==> config.mk <==
export PLATFORM = sky130hd
export DESIGN_NAME = sram_arbiter
export DESIGN_NICKNAME = d
export VERILOG_FILES = /design/src/rtl/sram_arb_pkg.sv /design/src/rtl/sram_arbiter.sv
export SDC_FILE = /design/constraint.sdc
export NUM_CORES = 1
export LEC_CHECK = 0
export ABC_CLOCK_PERIOD_IN_PS = 2900
export BUFFER_PORTS_ARGS = -buffer_cell sky130_fd_sc_hd__buf_2
export CORE_MARGIN = 3
export CORE_UTILIZATION = 47
export CTS_BUF_LIST = sky130_fd_sc_hd__clkbuf_8 sky130_fd_sc_hd__clkbuf_16
export DETAILED_ROUTE_END_ITERATION = 7
export GPL_ROUTABILITY_DRIVEN = 1
export GPL_TIMING_DRIVEN = 0
export PLACE_DENSITY = 0.8
export SLEW_MARGIN = 30
export SYNTH_ARGS = -nofsm -noshare
export SYNTH_HDL_FRONTEND = slang
export SYNTH_SLANG_ARGS = --single-unit
export TNS_END_PERCENT = 30
==> constraint.sdc <==
create_clock -name clk108 -period 2.9 [get_ports clk108]
set_input_delay 0.58 -clock clk108 [delete_from_list [all_inputs] [get_ports clk108]]
set_output_delay 0.58 -clock clk108 [all_outputs]
set_load 0.05 [all_outputs]
==> src/rtl/sram_arb_pkg.sv <==
// Shared types and default sizing for the SRAM arbiter.
package sram_arb_pkg;

  localparam int DEF_ADDR_W     = 20;
  localparam int DEF_DATA_W     = 16;
  localparam int DEF_STARVE_LIM = 2048;

  typedef enum logic [2:0] {
    IDLE      = 3'd0,
    RD        = 3'd1,
    TURN      = 3'd2,
    WR_SETUP  = 3'd3,
    WR_STROBE = 3'd4
  } state_t;

endpackage

==> src/rtl/sram_arbiter.sv <==
// Async-SRAM arbiter: video line fetches have priority, compute-engine
// writes get a forced slot once they have waited STARVE_LIM cycles.
// Reads are pipelined (address registered, data captured one cycle later);
// writes take a setup cycle and a single we_n strobe cycle.
module sram_arbiter
  import sram_arb_pkg::*;
#(
  parameter int ADDR_W     = DEF_ADDR_W,
  parameter int DATA_W     = DEF_DATA_W,
  parameter int STARVE_LIM = DEF_STARVE_LIM
) (
  input  logic              clk108,
  input  logic              rst,
  input  logic              vid_req,
  input  logic [ADDR_W-1:0] vid_addr,
  output logic              vid_gnt,
  output logic [DATA_W-1:0] vid_data,
  output logic              vid_valid,
  input  logic              wr_valid,
  input  logic [ADDR_W-1:0] wr_addr,
  input  logic [DATA_W-1:0] wr_data,
  output logic              wr_ready,
  output logic [ADDR_W-1:0] sram_addr,
  output logic [DATA_W-1:0] sram_dq_o,
  output logic              sram_dq_oe,
  input  logic [DATA_W-1:0] sram_dq_i,
  output logic              sram_we_n,
  output logic              sram_oe_n,
  output logic              sram_ce_n,
  output logic              sram_ub_n,
  output logic              sram_lb_n
);

  localparam int             CNT_W   = $clog2(STARVE_LIM + 1);
  localparam logic [CNT_W-1:0] CNT_MAX = CNT_W'(STARVE_LIM);

  state_t           state_reg;
  state_t           state_next;
  logic [CNT_W-1:0] wait_cnt_reg;
  logic             starved;
  logic             rd_pend_reg;

  // Writer has waited long enough that the next decision point must serve it.
  assign starved = (wait_cnt_reg == CNT_MAX);

  // State register.
  always_ff @(posedge clk108) begin
    if (rst) begin
      state_reg <= IDLE;
    end else begin
      state_reg <= state_next;
    end
  end

  // Next-state decision; TURN reuses the IDLE rules after its one dead cycle.
  always_comb begin
    state_next = state_reg;
    case (state_reg)
      IDLE, TURN: begin
        if (vid_req && !(starved && wr_valid)) begin
          state_next = RD;
        end else if (wr_valid) begin
          state_next = WR_SETUP;
        end else begin
          state_next = IDLE;
        end
      end
      RD: begin
        if (!vid_req || (wr_valid && starved)) begin
          state_next = TURN;
        end
      end
      WR_SETUP: begin
        state_next = WR_STROBE;
      end
      WR_STROBE: begin
        if (vid_req && !starved) begin
          state_next = TURN;
        end else if (wr_valid) begin
          state_next = WR_SETUP;
        end else begin
          state_next = IDLE;
        end
      end
      default: begin
        state_next = IDLE;
      end
    endcase
  end

  // Handshake outputs; a write is accepted exactly when we head into WR_SETUP,
  // which is only ever chosen with wr_valid high.
  always_comb begin
    vid_gnt  = (state_reg == RD) && vid_req && !(wr_valid && starved);
    wr_ready = (state_next == WR_SETUP);
  end

  // Writer wait counter: counts stalled cycles, saturates, clears on accept.
  always_ff @(posedge clk108) begin
    if (rst) begin
      wait_cnt_reg <= '0;
    end else if (wr_ready) begin
      wait_cnt_reg <= '0;
    end else if (wr_valid && !starved) begin
      wait_cnt_reg <= wait_cnt_reg + 1'b1;
    end
  end

  // Registered SRAM pins and read-return pipeline.
  always_ff @(posedge clk108) begin
    if (rst) begin
      sram_addr   <= '0;
      sram_dq_o   <= '0;
      sram_dq_oe  <= 1'b0;
      sram_we_n   <= 1'b1;
      sram_oe_n   <= 1'b1;
      sram_ce_n   <= 1'b1;
      sram_ub_n   <= 1'b1;
      sram_lb_n   <= 1'b1;
      rd_pend_reg <= 1'b0;
      vid_valid   <= 1'b0;
      vid_data    <= '0;
    end else begin
      // Always full-word accesses once out of reset.
      sram_ce_n  <= 1'b0;
      sram_ub_n  <= 1'b0;
      sram_lb_n  <= 1'b0;
      // Output enable only in the cycle the granted address is on the bus.
      sram_oe_n  <= !vid_gnt;
      // Strobe only in WR_STROBE; address/data were loaded a cycle earlier.
      sram_we_n  <= (state_next != WR_STROBE);
      sram_dq_oe <= (state_next == WR_SETUP) || (state_next == WR_STROBE);
      if (vid_gnt) begin
        sram_addr <= vid_addr;
      end else if (wr_ready) begin
        sram_addr <= wr_addr;
        sram_dq_o <= wr_data;
      end
      rd_pend_reg <= vid_gnt;
      vid_valid   <= rd_pend_reg;
      if (rd_pend_reg) begin
        vid_data <= sram_dq_i;
      end
    end
  end

endmodule
**After elaboration in Yosys (flattened, before gate mapping)**

Index checks and enable logic that the tools add are counted.
W data, S select, Z words.

- Word-level logic and storage cells: 46
- Register bits after elaboration: 73
- Bits of input ports: 76

- Reduce and logical (&&, ||, !) cells: 17
- Bitwise operators: 1
- Mux-type cells: 8
- Eq/ne operators: 8
- Add/sub/neg operators: 1

Operator list:

| cell | count |
|---|---|
| $mux W20 | 2 |
| $add A12 B1 Y12 const B | 1 |
| $eq A12 B12 Y1 const B | 1 |
| $pmux W3 S4 | 1 |
| $eq A3 B2 Y1 const B | 3 |
| $eq A3 B3 Y1 const B | 2 |
| $logic_and A1 B1 Y1 | 6 |
| $mux W2 | 3 |
| $logic_not A1 Y1 | 4 |
| $reduce_or A2 Y1 | 2 |
| $eq A3 B1 Y1 const B | 1 |
| $logic_not A3 Y1 | 1 |
| $mux W3 | 1 |
| $ne A3 B3 Y1 const B | 1 |
| $logic_or A1 B1 Y1 | 2 |
| $reduce_and A2 Y1 | 1 |
| $reduce_bool A2 Y1 | 1 |
| $mux W1 | 1 |
| $not A1 Y1 | 1 |

**Depth between registers and ports, before layout**

Gate-level depths: netlist of run 1.

- Word-level depth: 9
- Mapped depth: 8
- Depth with buffers taken out: 6

**Worst setup path before layout of run 1**

Ideal clock, no wire load.

- Path type: reg-to-output
- Start point: register wait_cnt_reg[0]
- End point: output port wr_ready
- Stages on the path, launching flop included: 8
- Data required time: 2.320 ns
- Arrival time: 2.065 ns
- Buffers on the path: 2
- Path slack: 0.255 ns
- Cell sequence: dfxtp_1 -> inv_1 -> ha_1 -> nor4b_1 -> a31oi_1 -> clkbuf_1 -> clkbuf_1 -> nor2_1

- Word-level cells in the longest chain between the ends: 7
- Elaborated cells between the ends (all ways): 12
- Those cells by class: eq/ne: 2; mux: 4; reduce/logical: 6

Ends and longest elaborated chain:

| element | line | source |
|---|---|---|
| start: declaration | sram_arbiter.sv:39 | `logic [CNT_W-1:0] wait_cnt_reg;` |
| start signal: assignment | sram_arbiter.sv:105 | `wait_cnt_reg <= wait_cnt_reg + 1'b1;` |
| $eq A12 B12 Y1 (*) | sram_arbiter.sv:44 | `assign starved = (wait_cnt_reg == CNT_MAX);` |
| $logic_and A1 B1 Y1 | sram_arbiter.sv:60, sram_arbiter.sv:69 |  |
| $logic_not A1 Y1 | sram_arbiter.sv:60 | `if (vid_req && !(starved && wr_valid)) begin` |
| $logic_and A1 B1 Y1 | sram_arbiter.sv:60 |  |
| $mux W2 | sram_arbiter.sv:60 |  |
| $pmux W3 S4 (*) | sram_arbiter.sv:58 | `case (state_reg)` |
| $eq A3 B2 Y1 (*) | sram_arbiter.sv:95 | `wr_ready = (state_next == WR_SETUP);` |
| end: declaration | sram_arbiter.sv:22 | `output logic wr_ready,` |

Mark *: on every way between the ends. The rest lies on a longest branch, timed or not.

**Final worst setup path of run 1**

- Start point: register wait_cnt_reg[0]
- End point: output port vid_gnt

- Word-level cells in the longest chain between the ends: 4

Ends and longest elaborated chain:

| element | line | source |
|---|---|---|
| $eq A12 B12 Y1 | sram_arbiter.sv:44 |  |
| $logic_and A1 B1 Y1 | sram_arbiter.sv:94 | `vid_gnt = (state_reg == RD) && vid_req && !(wr_valid && starved);` |
| $logic_not A1 Y1 | sram_arbiter.sv:94 |  |
| $logic_and A1 B1 Y1 | sram_arbiter.sv:94 |  |
| end: declaration | sram_arbiter.sv:16 | `output logic vid_gnt,` |

Every way passes these cells.

==> summary.txt, run 1 <==
CTS
  • Clock-pin transition on the worst setup and hold timing paths: 0.08 ns
  • Clock insertion delay at the later pin of the skew report: 0.34 ns
  • Clock Tree Root: clkbuf_8
  • H-tree depth: 3
  • CTS tree: yes
  • Num CTS Buffers: 9
  • Bufs on Longest Clock Path: 2
  • CTS sink cnt: 73

Timing
  • Final-report hold violation count: 0
  • Max Freq: ~360 MHz
  • Total negative slack: 0 ns
  • Final min period: 2.80 ns
  • Final Max Slew Viols: 0
  • Final hold slack: roughly 0.43 ns
  • Clk_skew: 0.00909 ns
  • Worst slew pin tran: 0.709 ns
  • Slew headroom: 52.6%
  • Final number of setup-violating endpoints: 0
  • Fin crit share: 96.5%

Global routing
  • Vias in the first global route: 3,102
  • First-pass GRT wire length: 13,800 µm
  • Initial antenna violation count: 0
  • Remaining global-route overflow: 0
  • Largest net degree at the start of global routing: 14
  • Global Route Usage Sum: ~22%

Floorplanning
  • Die width: 87.2 µm
  • Die area: 0.00760 mm²
  • Ports: 137
  • Starting Density: just over 50%
  • Num rows: 28
  • Die height: ~87 µm
  • Core outline area: 0.00613 mm²

Setup path
  • Worst setup SP type: register
  • FF-to-FF path depth: 7
  • Required @ worst endpoint: 2.32 ns
  • Critical R2R Launch: wait_cnt_reg[0]
  • Worst r2r dst: sram_addr[6]
  • WP data arrival: 2.22 ns
  • Worst setup EP type: output pin
  • Kind of critical path: register to output pin
  • Flop-to-flop setup slack: 0.59 ns
  • Crit-path max FO: 10

Logic synthesis
  • YS warnings: 0
  • Mapped Cells: 352
  • Post-Syn Area: 0.00310 mm²
  • Number of synthesized flops with an enable pin: 0
  • Synth area leader: dfxtp_1
  • Area fraction of the dominant cell type after synthesis: between 40% and 50%
  • Most area-consuming cells after synthesis: dfxtp_1, nand3_1, o21ai_0, a311oi_1, mux2i_1
  • Synth cell types: 40
  • Net Count, Synth: 430
  • Most used flip-flop cell after synthesis: dfxtp_1
  • FFs w/ async S/R, synth: 0%
  • Post-Syn Area per Cell: ~8.8 µm²
  • Synthesized flop and latch total: 73
  • Seq/Total Area, Yosys: 47.2%

Routing
  • Vias: 3,229
  • Number of routed nets with antenna violations: 0
  • Drt pass-1 iters: 5
  • WL/cell: 14.9 µm
  • Detailed Route Iter0 Violations: roughly 130
  • Vias/cell: 5.57
  • DRC errors left: 0
  • Final WL: approximately 8600 µm

Pwr
  • P_int: approximately 0.0017 W
  • Leakage: 1.76 nW
  • Sequential fraction of design power: 44.9%
  • Worst vdd ir: around 380 µV
  • Switching power: 0.000720 W
  • Pwr dens: 579 mW/mm²
  • Sw frac: 30.1%
  • Clock power frac: 36.7%
  • Combinational share of power: 18.5%
  • Total power: 0.00239 W

Status
  • Status: finished, final reports clean

Worst hold path
  • Worst hold path type: input pin to register
  • Hold Path End: sram_lb_n
  • Beginning of the worst hold path: rst
  • Hold path depth: 1

Final layout
  • Number of nets in the layout: roughly 580
  • N_diodes: 0
  • Fillers: around 520
  • Final core occ: 67.3%
  • Area Overhead vs Synth: 33.3%
  • Max reg flops: 20
  • Regs by FF count: sram_addr (20), sram_dq_o (16), vid_data (16)
  • Largest Register: sram_addr
  • Layout cell share with drive strength beyond 1: 34.1%

Placement
  • Gpl congestion: 0.888
  • Port bufs: about 140
  • Post-DP HPWL: 6350 µm

Job
  • Max-cap violations: 0
[cell usage in the layout, fill, tap and decap left out, types with 3 or more instances in the layout]
master and instances:
dfxtp_1 73, a21oi_1 18, buf_4 3, nand4_1 3, nor2_1 35, clkinvlp_4 3, nand2_1 5, a311oi_1 20
mux2i_1 17, clkbuf_8 9, nor3_1 25, buf_2 140, clkbuf_4 3, nand3_1 41, clkbuf_1 17, inv_1 10
o21ai_0 36, xnor2_1 8
[how the worst max path moves through the flow]
stage	startpoint	end	slack, ns	cells after the start
final	wait_cnt_reg[0]	vid_gnt	0.10	8
after global routing	wait_cnt_reg[8]	wr_ready	-0.03	6
after CTS	wait_cnt_reg[8]	vid_gnt	0.07	6
after detailed placement	wr_valid	wr_ready	0.20	7
after global placement	wait_cnt_reg[0]	wr_ready	0.21	8
after floorplan	wait_cnt_reg[0]	wr_ready	0.26	7
[kinds of logic (layout without fill, tap and decap cells)]
| family | Yosys count | count (layout) | synth area share, % |
|---|---|---|---|
| DFF | 73 | 73 | 47.2 |
| xor gates and xnor gates | 10 | 10 | 2.83 |
| muxes | 17 | 17 | 5.50 |
| adders and majority gates | 2 | 2 | 0.808 |
| buffers and inverters | 40 | 193 | 5.82 |
| AOI/OAI and AO/OA | 83 | 83 | 17.0 |
| and+or+nand+nor | 127 | 127 | 20.8 |
[per-stage QoR]
step	instances	setup slack, ns	instance area, µm²
floorplan	352	0.255	3100
global placement	563	0.212	3870
detailed placement	563	0.195	3870
CTS	580	0.0736	4110
global route	580	-0.0332	4130
finish	580	0.100	4130
[worst max-delay path, cell delays in order, from the launching register on]
cell,delay [ns]
dfxtp_1,0.35
inv_1,0.07
ha_1,0.17
or4b_4,0.51
nor4_4,0.16
or2_2,0.17
clkbuf_4,0.20
inv_1,0.05
buf_2,0.20
[power by group through the flow]
stage | registers [W] | logic (W) | clock network (W)
6_report | 0.00107 | 0.000441 | 0.000876
4_1_cts | 0.00107 | 0.000437 | 0.000896
3_3_place_gp | 0.00109 | 0.000429 | 0
2_1_floorplan | 0.00123 | 0.000155 | 0
5_1_grt | 0.00108 | 0.000472 | 0.000925
3_5_place_dp | 0.00109 | 0.000435 | 0
[cell usage after synthesis, drive strengths merged, types with 3 or more instances]
library cell  instances
buf                  12
nand3                41
mux2i                17
nand2                 5
a21oi                18
a311oi               20
dfxtp                73
nor3                 25
nor4                  3
nand4                 3
nor2                 35
clkbuf               19
o21ai                36
inv                   9
xnor2                 8
[layout make-up]
type / count / area [µm²] / area share, %
Buffer: 31 / 154 / 3.73
Timing Repair Buffer: 137 / 691 / 16.7
Multi-Input combinational cell: 239 / 1480 / 35.7
Sequential cell: 73 / 1460 / 35.4
Clock buffer: 9 / 124 / 3.00
Tap cell: 75 / 93.8 / 2.27
Inverter: 9 / 33.8 / 0.818
Clock inverter: 7 / 95.1 / 2.30
[metal layers]
layer	vias to the layer above	GRT usage [%]	share of wire [%]
met4	0	7.53	1.7
met5	-	0	0
met1	1516	27.9	40
met2	132	39.0	51
met3	21	3.78	7.1
li1	1560	-	-
[what timing repair did]
action / 4_1_cts / 5_1_grt
hold buffers: 0 / 0
setup endpoints to repair: 2 / 2
pin swaps: 1 / 0
setup buffers: 1 / 0
gates resized for setup: 3 / 6
Note: power is estimated with default switching activity, not from simulation.
==> run 2: changes to the inputs <==
Settings changed: CTS_BUF_LIST sky130_fd_sc_hd__clkbuf_8 sky130_fd_sc_hd__clkbuf_16 to sky130_fd_sc_hd__clkbuf_16.
==> run 2 against run 1 <==
Against the previous run: first-iteration DRC count is 3.7% higher; register-to-register slack hardly changed; via count is 0.25% lower; clock skew is 0.0011 ns lower; wire length is 2.2% higher; sequential share of layout area is 0.61 points lower; combinational power hardly changed; cell area is 1.8% higher; flip-flop and latch count stayed put; cell count is 0.34% lower.
==> summary.txt, run 2 (synthesis results as in run 1) <==
Setup path
  • CP max stage cell: or4b_4 (unchanged)
  • CP top delay family: simple AND/OR/NAND/NOR gates (unchanged)
  • Crit-path max FO: 10 (unchanged)
  • WP data arrival: 2.27 ns (was 2.22 ns)
  • CP Cell Sequence: inv_1 -> ha_1 -> or4b_4 -> nor4_4 -> or2_2 -> buf_4 -> inv_1 -> buf_2 (was inv_1 -> ha_1 -> or4b_4 -> nor4_4 -> or2_2 -> clkbuf_4 -> inv_1 -> buf_2)
  • Worst setup EP type: output pin (unchanged)
  • Flop-to-flop setup slack: 0.60 ns (was 0.59 ns)
  • Most used cell, CP: inv_1 (unchanged)
  • Required @ worst endpoint: 2.32 ns (about the same)
  • Max incr delay on CP: 0.50 ns (was 0.51 ns)
  • Kind of critical path: register to output pin (unchanged)
  • Worst setup SP type: register (unchanged)
  • Crit path buf inv count: 4 (unchanged)

Placement
  • Port bufs: 136 (unchanged)
  • Gpl congestion: 0.888 (unchanged)
  • Post-DP HPWL: 6350 µm (unchanged)

Global routing
  • Initial antenna violation count: 0 (unchanged)
  • First-pass GRT wire length: 14,300 µm (was 13,800 µm)
  • Global Route Usage Sum: 23.3% (was 22.4%)
  • Largest net degree at the start of global routing: 14 (unchanged)
  • Remaining global-route overflow: 0 (unchanged)
  • Vias in the first global route: 3,083 (was 3,102)

CTS
  • Clock-pin transition on the worst setup and hold timing paths: 0.06 ns (was 0.08 ns)
  • H-tree depth: 3 (unchanged)
  • Bufs on Longest Clock Path: 2 (unchanged)
  • CTS sink cnt: 73 (unchanged)
  • CTS tree: yes (unchanged)
  • Num CTS Buffers: 9 (unchanged)
  • Post-CTS setup-driven buffer insertion count: 0 (was 1)
  • Clock insertion delay at the later pin of the skew report: 0.32 ns (was 0.34 ns)
  • Clock Tree Root: clkbuf_16 (was clkbuf_8)

Timing
  • Final Max Slew Viols: 0 (unchanged)
  • Final hold slack: 0.450 ns (was 0.432 ns)
  • Unrepaired setup endpoints after global routing: true
  • Final-report hold violation count: 0 (unchanged)
  • Fin crit share: 98.1% (was 96.5%)
  • Clk_skew: 0.00803 ns (was 0.00909 ns)
  • Total negative slack: 0 ns (unchanged)
  • Final min period: 2.85 ns (was 2.80 ns)
  • Max Freq: 351 MHz (was 357 MHz)
  • Slew headroom: 51.7% (was 52.6%)
  • Final number of setup-violating endpoints: 0 (unchanged)
  • Worst slew pin tran: 0.721 ns (was 0.709 ns)

Final layout
  • Layout cell share with drive strength beyond 1: 33.8% (was 34.1%)
  • Fillers: 513 (was 523)
  • Largest Register: sram_addr (unchanged)
  • Multi-input gate area: 0.00146 mm² (was 0.00148 mm²)
  • Commonest non-fill, non-tap cell in the layout: buf_2 (unchanged)
  • Number of nets in the layout: 576 (was 578)
  • Commonest non-fill, non-tap cells in the layout: buf_2, dfxtp_1, nand3_1 (unchanged)
  • Register Area: 0.00146 mm² (unchanged)
  • N_diodes: 0 (unchanged)
  • Area Overhead vs Synth: 35.7% (was 33.3%)
  • Max reg flops: 20 (unchanged)
  • Regs by FF count: sram_addr (20), sram_dq_o (16), vid_data (16) (unchanged)

Routing
  • DRC errors left: 0 (unchanged)
  • Number of routed nets with antenna violations: 0 (unchanged)
  • Final WL: 8840 µm (was 8650 µm)
  • WL/cell: 15.3 µm (was 14.9 µm)
  • Drt pass-1 iters: 5 (unchanged)
  • Vias: 3,221 (was 3,229)
  • Detailed Route Iter0 Violations: 139 (was 134)
  • Vias/cell: 5.57 (about the same)

Pwr
  • Leakage: 1.78 nW (was 1.76 nW)
  • Worst vdd ir: 460 µV (was 376 µV)
  • Pwr dens: 640 mW/mm² (was 579 mW/mm²)

Floorplanning
  • Core outline area: 0.00613 mm² (unchanged)
  • Starting Density: 50.5% (unchanged)
  • Ports: 137 (unchanged)
  • Num rows: 28 (unchanged)
  • Die height: 87.2 µm (unchanged)
  • Die area: 0.00760 mm² (unchanged)
  • Die width: 87.2 µm (unchanged)

Worst hold path
  • Worst hold path type: input pin to register (unchanged)

Job
  • Max-cap violations: 0 (unchanged)

Status
  • Status: finished, final reports clean (unchanged)
run 2: cell type report:
type / count / share of cell area, %
multi-input cells: 239 / 34.9
flip-flops and latches: 73 / 34.8
repair buffers: 136 / 16.2
clock buffers: 9 / 5.36
plain buffers: 30 / 3.49
clock inverters: 7 / 2.26
well taps: 75 / 2.23
inverters: 9 / 0.804
run 2: through the flow:
step	std cells	setup slack, ns	instance area [µm²]	power (W)	utilization (%)
floorplan	352	0.255	3100	0.00139	-
global placement	563	0.212	3870	0.00152	63.1
detailed placement	563	0.195	3870	0.00153	63.1
CTS	579	0.00345	4200	0.00270	68.6
global route	578	-0.0709	4200	0.00279	68.5
finish	578	0.0541	4200	0.00269	68.5
run 2: report_power, final:
group | leakage, nW | switching (W) | total (W) | internal (W)
logic | 1.04 | 0.000306 | 0.000439 | 0.000133
registers | 0.595 | 0.0000238 | 0.00107 | 0.00105
clock network | 0.149 | 0.000424 | 0.00118 | 0.000753
total | 1.78 | 0.000754 | 0.00269 | 0.00194
run 2: worst paths after layout:
kind / start / end / cells after the start
worst max-delay path: wait_cnt_reg[0] / vid_gnt / 8
worst min-delay path: rst / sram_lb_n / 1
worst max register to register: wait_cnt_reg[0] / sram_addr[6] / 7
worst min register to register: sram_dq_o[1] / sram_dq_o[1] / 2
run 2: routing by layer:
metal	share of wire [%]	vias up	wire (µm)	global-route usage, %
met4	1.2	0	107	6.69
met3	6.4	13	564	4.07
met5	0	-	0	0
met1	42	1518	3680	30.1
met2	51	127	4490	40.0
li1	-	1563	-	-
run 2: repair_timing:
action | in CTS | in global routing
setup endpoints to repair | 2 | 2
resized for setup | 4 | 0
pin swaps | 1 | 0
hold buffers | 0 | 0
==> run 3: changes to the inputs <==
Settings changed: ABC_AREA from default to 1, BUFFER_PORTS_ARGS -buffer_cell sky130_fd_sc_hd__buf_2 to default, CORE_UTILIZATION 47 to 50, DONT_BUFFER_PORTS from default to 1, PLACE_DENSITY 0.8 to default.
==> run 3 against run 2 <==
Against the previous run: hold slack got worse by 0.17 ns; combinational power fell by 24%; sequential share of layout area rose by 4.9 points; die area fell by 0.17%; register-to-register slack barely moved; largest power group is now registers.
==> summary.txt, run 3 <==
Worst hold path
  • Hold Path End: sram_lb_n (unchanged)
  • Beginning of the worst hold path: rst (unchanged)
  • Hold path depth: 0 (was 1)
  • Worst hold path type: input pin to register (unchanged)

CTS
  • H-tree depth: 3 (unchanged)
  • CTS sink cnt: 73 (unchanged)
  • CTS tree: yes (unchanged)
  • CTS Hold Bufs: 0 (unchanged)
  • Clock-pin transition on the worst setup and hold timing paths: 0.06 ns (about the same)
  • Clock Tree Root: clkbuf_16 (unchanged)
  • Clock insertion delay at the later pin of the skew report: 0.33 ns (was 0.32 ns)
  • PostCTS Resize Cnt: 0 (was 4)
  • Bufs on Longest Clock Path: 2 (unchanged)
  • Num CTS Buffers: 9 (unchanged)
  • Post-CTS setup-driven buffer insertion count: 0 (unchanged)

Setup path
  • Worst r2r dst: sram_addr[4] (was sram_addr[6])
  • Crit-path max FO: 10 (unchanged)
  • WP data arrival: 2.16 ns (was 2.27 ns)
  • Worst setup EP type: output pin (unchanged)
  • Most used cell, CP: inv_1 (unchanged)
  • CP top delay family: buffers and inverters (was simple AND/OR/NAND/NOR gates)
  • Critical R2R Launch: wait_cnt_reg[0] (unchanged)
  • Max incr delay on CP: 0.74 ns (was 0.50 ns)
  • CP Cell Sequence: inv_1 -> ha_1 -> nand2_1 -> nor2_2 -> nand3_2 -> nand2_2 -> inv_1 -> clkbuf_1 (was inv_1 -> ha_1 -> or4b_4 -> nor4_4 -> or2_2 -> buf_4 -> inv_1 -> buf_2)
  • Required @ worst endpoint: 2.32 ns (about the same)
  • FF-to-FF path depth: 12 (was 7)
  • Worst setup SP type: register (unchanged)
  • Flop-to-flop setup slack: 0.61 ns (was 0.60 ns)
  • Crit path buf inv count: 3 (was 4)
  • Kind of critical path: register to output pin (unchanged)
  • CP max stage cell: clkbuf_1 (was or4b_4)

Pwr
  • Switching power: 0.000963 W (was 0.000754 W)
  • Sw frac: 33.9% (was 28.0%)
  • Leakage: 1.70 nW (was 1.78 nW)
  • Worst vdd ir: 423 µV (was 460 µV)
  • Combinational share of power: 11.7% (was 16.3%)
  • Pwr dens: 773 mW/mm² (was 640 mW/mm²)
  • P_int: 0.00188 W (was 0.00194 W)
  • Sequential fraction of design power: 49.3% (was 39.9%)
  • Clock power frac: 39.0% (was 43.7%)

Placement
  • Placed instance area: 0.00338 mm² (was 0.00387 mm²)
  • Gpl congestion: 0.802 (was 0.888)
  • Cell Count Post-Placement: 547 (was 563)
  • Post-DP HPWL: 5600 µm (was 6350 µm)
  • Port bufs: 0 (was 136)

Routing
  • Drt pass-1 iters: 5 (unchanged)
  • Number of routed nets with antenna violations: 0 (unchanged)
  • Final WL: 7590 µm (was 8840 µm)
  • WL/cell: 13.5 µm (was 15.3 µm)
  • Vias: 2,836 (was 3,221)
  • DRC errors left: 0 (unchanged)
  • Vias/cell: 5.04 (was 5.57)
  • Detailed Route Iter0 Violations: 94 (was 139)

Final layout
  • Area Overhead vs Synth: 12.1% (was 35.7%)
  • Max reg flops: 20 (unchanged)
  • Regs by FF count: sram_addr (20), sram_dq_o (16), vid_data (16) (unchanged)
  • N_diodes: 0 (unchanged)
  • Layout cell share with drive strength beyond 1: 11.7% (was 33.8%)
  • Largest Register: sram_addr (unchanged)
  • Final Cell Area: 0.00368 mm² (was 0.00420 mm²)
  • Commonest non-fill, non-tap cells in the layout: nand2_1, nor2_1, dfxtp_1 (was buf_2, dfxtp_1, nand3_1)
  • Post-Layout Cell Count: 563 (was 578)
  • Final core occ: 60.1% (was 68.5%)
  • Commonest non-fill, non-tap cell in the layout: nand2_1 (was buf_2)
  • Number of nets in the layout: 561 (was 576)

Timing
  • Final-report hold violation count: 0 (unchanged)
  • Final hold slack: 0.278 ns (was 0.450 ns)
  • Slew headroom: 34.6% (was 51.7%)
  • Final min period: 2.74 ns (was 2.85 ns)
  • Fin crit share: 94.4% (was 98.1%)
  • Total negative slack: 0 ns (unchanged)
  • Final Max Slew Viols: 0 (unchanged)
  • Final number of setup-violating endpoints: 0 (unchanged)
  • Unrepaired setup endpoints after global routing: false (was true)
  • Clk_skew: 0.00621 ns (was 0.00803 ns)
  • Max Freq: 365 MHz (was 351 MHz)
  • Worst slew pin tran: 0.981 ns (was 0.721 ns)

Global routing
  • Grt met2 use: 32.8% (was 40.0%)
  • First-pass GRT wire length: 12,300 µm (was 14,300 µm)
  • Remaining global-route overflow: 0 (unchanged)
  • Largest net degree at the start of global routing: 15 (was 14)
  • Initial antenna violation count: 0 (unchanged)
  • Met3 usage: 7.76% (was 4.07%)
  • Most Crowded Layer GR: met2 (unchanged)
  • GR Util met1: 26.0% (was 30.1%)
  • Global Route Usage Sum: 20.5% (was 23.3%)
  • Vias in the first global route: 2,638 (was 3,083)

Floorplanning
  • Num rows: 28 (unchanged)
  • Die height: 87.1 µm (was 87.2 µm)
  • Die width: 87.1 µm (was 87.2 µm)
  • Starting Density: 53.6% (was 50.5%)
  • Die area: 0.00758 mm² (was 0.00760 mm²)
  • Ports: 137 (unchanged)
  • Core outline area: 0.00613 mm² (unchanged)

Job
  • Max-cap violations: 0 (unchanged)

Status
  • Status: finished, final reports clean (unchanged)

Logic synthesis
  • Post-Syn Area: 0.00329 mm² (was 0.00310 mm²)
  • YS warnings: 0 (unchanged)
  • Most area-consuming cells after synthesis: dfxtp_1, nand2_1, nor2_1, o21ai_0, inv_1 (was dfxtp_1, nand3_1, o21ai_0, a311oi_1, mux2i_1)
  • Most used flip-flop cell after synthesis: dfxtp_1 (unchanged)
  • Mapped Cells: 472 (was 352)
  • Post-Syn Area per Cell: 6.96 µm² (was 8.79 µm²)
  • Number of synthesized flops with an enable pin: 0 (unchanged)
  • Synth top cells by count: nand2_1, nor2_1, dfxtp_1, inv_1, o21ai_0 (was dfxtp_1, nand3_1, o21ai_0, nor2_1, nor3_1)
  • Net Count, Synth: 550 (was 430)
  • Seq/Total Area, Yosys: 44.5% (was 47.2%)
  • Synth cell types: 29 (was 40)
  • Synthesized flop and latch total: 73 (unchanged)
  • Synth area leader: dfxtp_1 (unchanged)
  • FFs w/ async S/R, synth: 0% (unchanged)
  • Count leader, synth: nand2_1 (was dfxtp_1)
  • Area fraction of the dominant cell type after synthesis: 44.5% (was 47.2%)
-- run 3: how the worst max path moves through the flow --
stage	startpoint	to	slack, ns	depth (start not counted)
2_1_floorplan	wait_cnt_reg[0]	vid_gnt	0.74	8
3_3_place_gp	wait_cnt_reg[0]	vid_gnt	0.53	8
3_5_place_dp	wait_cnt_reg[0]	vid_gnt	0.50	8
4_1_cts	wait_cnt_reg[0]	vid_gnt	0.15	8
5_1_grt	wait_cnt_reg[0]	vid_gnt	0.002	8
6_report	wait_cnt_reg[0]	vid_gnt	0.16	8
-- run 3: power by group through the flow --
stage	logic, W	clock network (W)	registers [W]
6_report	0.000334	0.00111	0.00140
5_1_grt	0.000391	0.00118	0.00141
4_1_cts	0.000337	0.00114	0.00141
3_5_place_dp	0.000335	0	0.00143
3_3_place_gp	0.000329	0	0.00143
2_1_floorplan	0.000281	0	0.00141
-- run 3: logic make-up (layout without fill, tap and decap cells) --
| kind of cell | Yosys count | in the layout | synth area share, % |
|---|---|---|---|
| buffers and inverters | 71 | 87 | 9.86 |
| AO/OA/AOI/OAI | 63 | 63 | 9.63 |
| AND/OR/NAND/NOR | 259 | 259 | 34.2 |
| flip-flops | 73 | 73 | 44.5 |
| XOR/XNOR | 4 | 4 | 1.07 |
| adder cells (fa/ha/maj) | 2 | 2 | 0.761 |
-- run 3: final cells by class --
| type | count | area (µm²) |
|---|---|---|
| Fill cell | 606 | 2450 |
| Inverter | 46 | 173 |
| Multi-Input combinational cell | 328 | 1500 |
| Tap cell | 75 | 93.8 |
| Sequential cell | 73 | 1460 |
| Clock inverter | 7 | 77.6 |
| Clock buffer | 9 | 225 |
| Buffer | 25 | 151 |
-- run 3: per-stage QoR --
stage / setup WS, ns / power (W)
after floorplan: 0.745 / 0.00169
after global placement: 0.529 / 0.00176
after detailed placement: 0.503 / 0.00176
after CTS: 0.146 / 0.00288
after global routing: 0.00172 / 0.00299
final: 0.162 / 0.00285
-- run 3: metal layers --
layer / vias up / wire length (µm)
met5: - / 0
met4: 0 / 84
met3: 8 / 792
met2: 97 / 3530
met1: 1241 / 3190
li1: 1490 / -
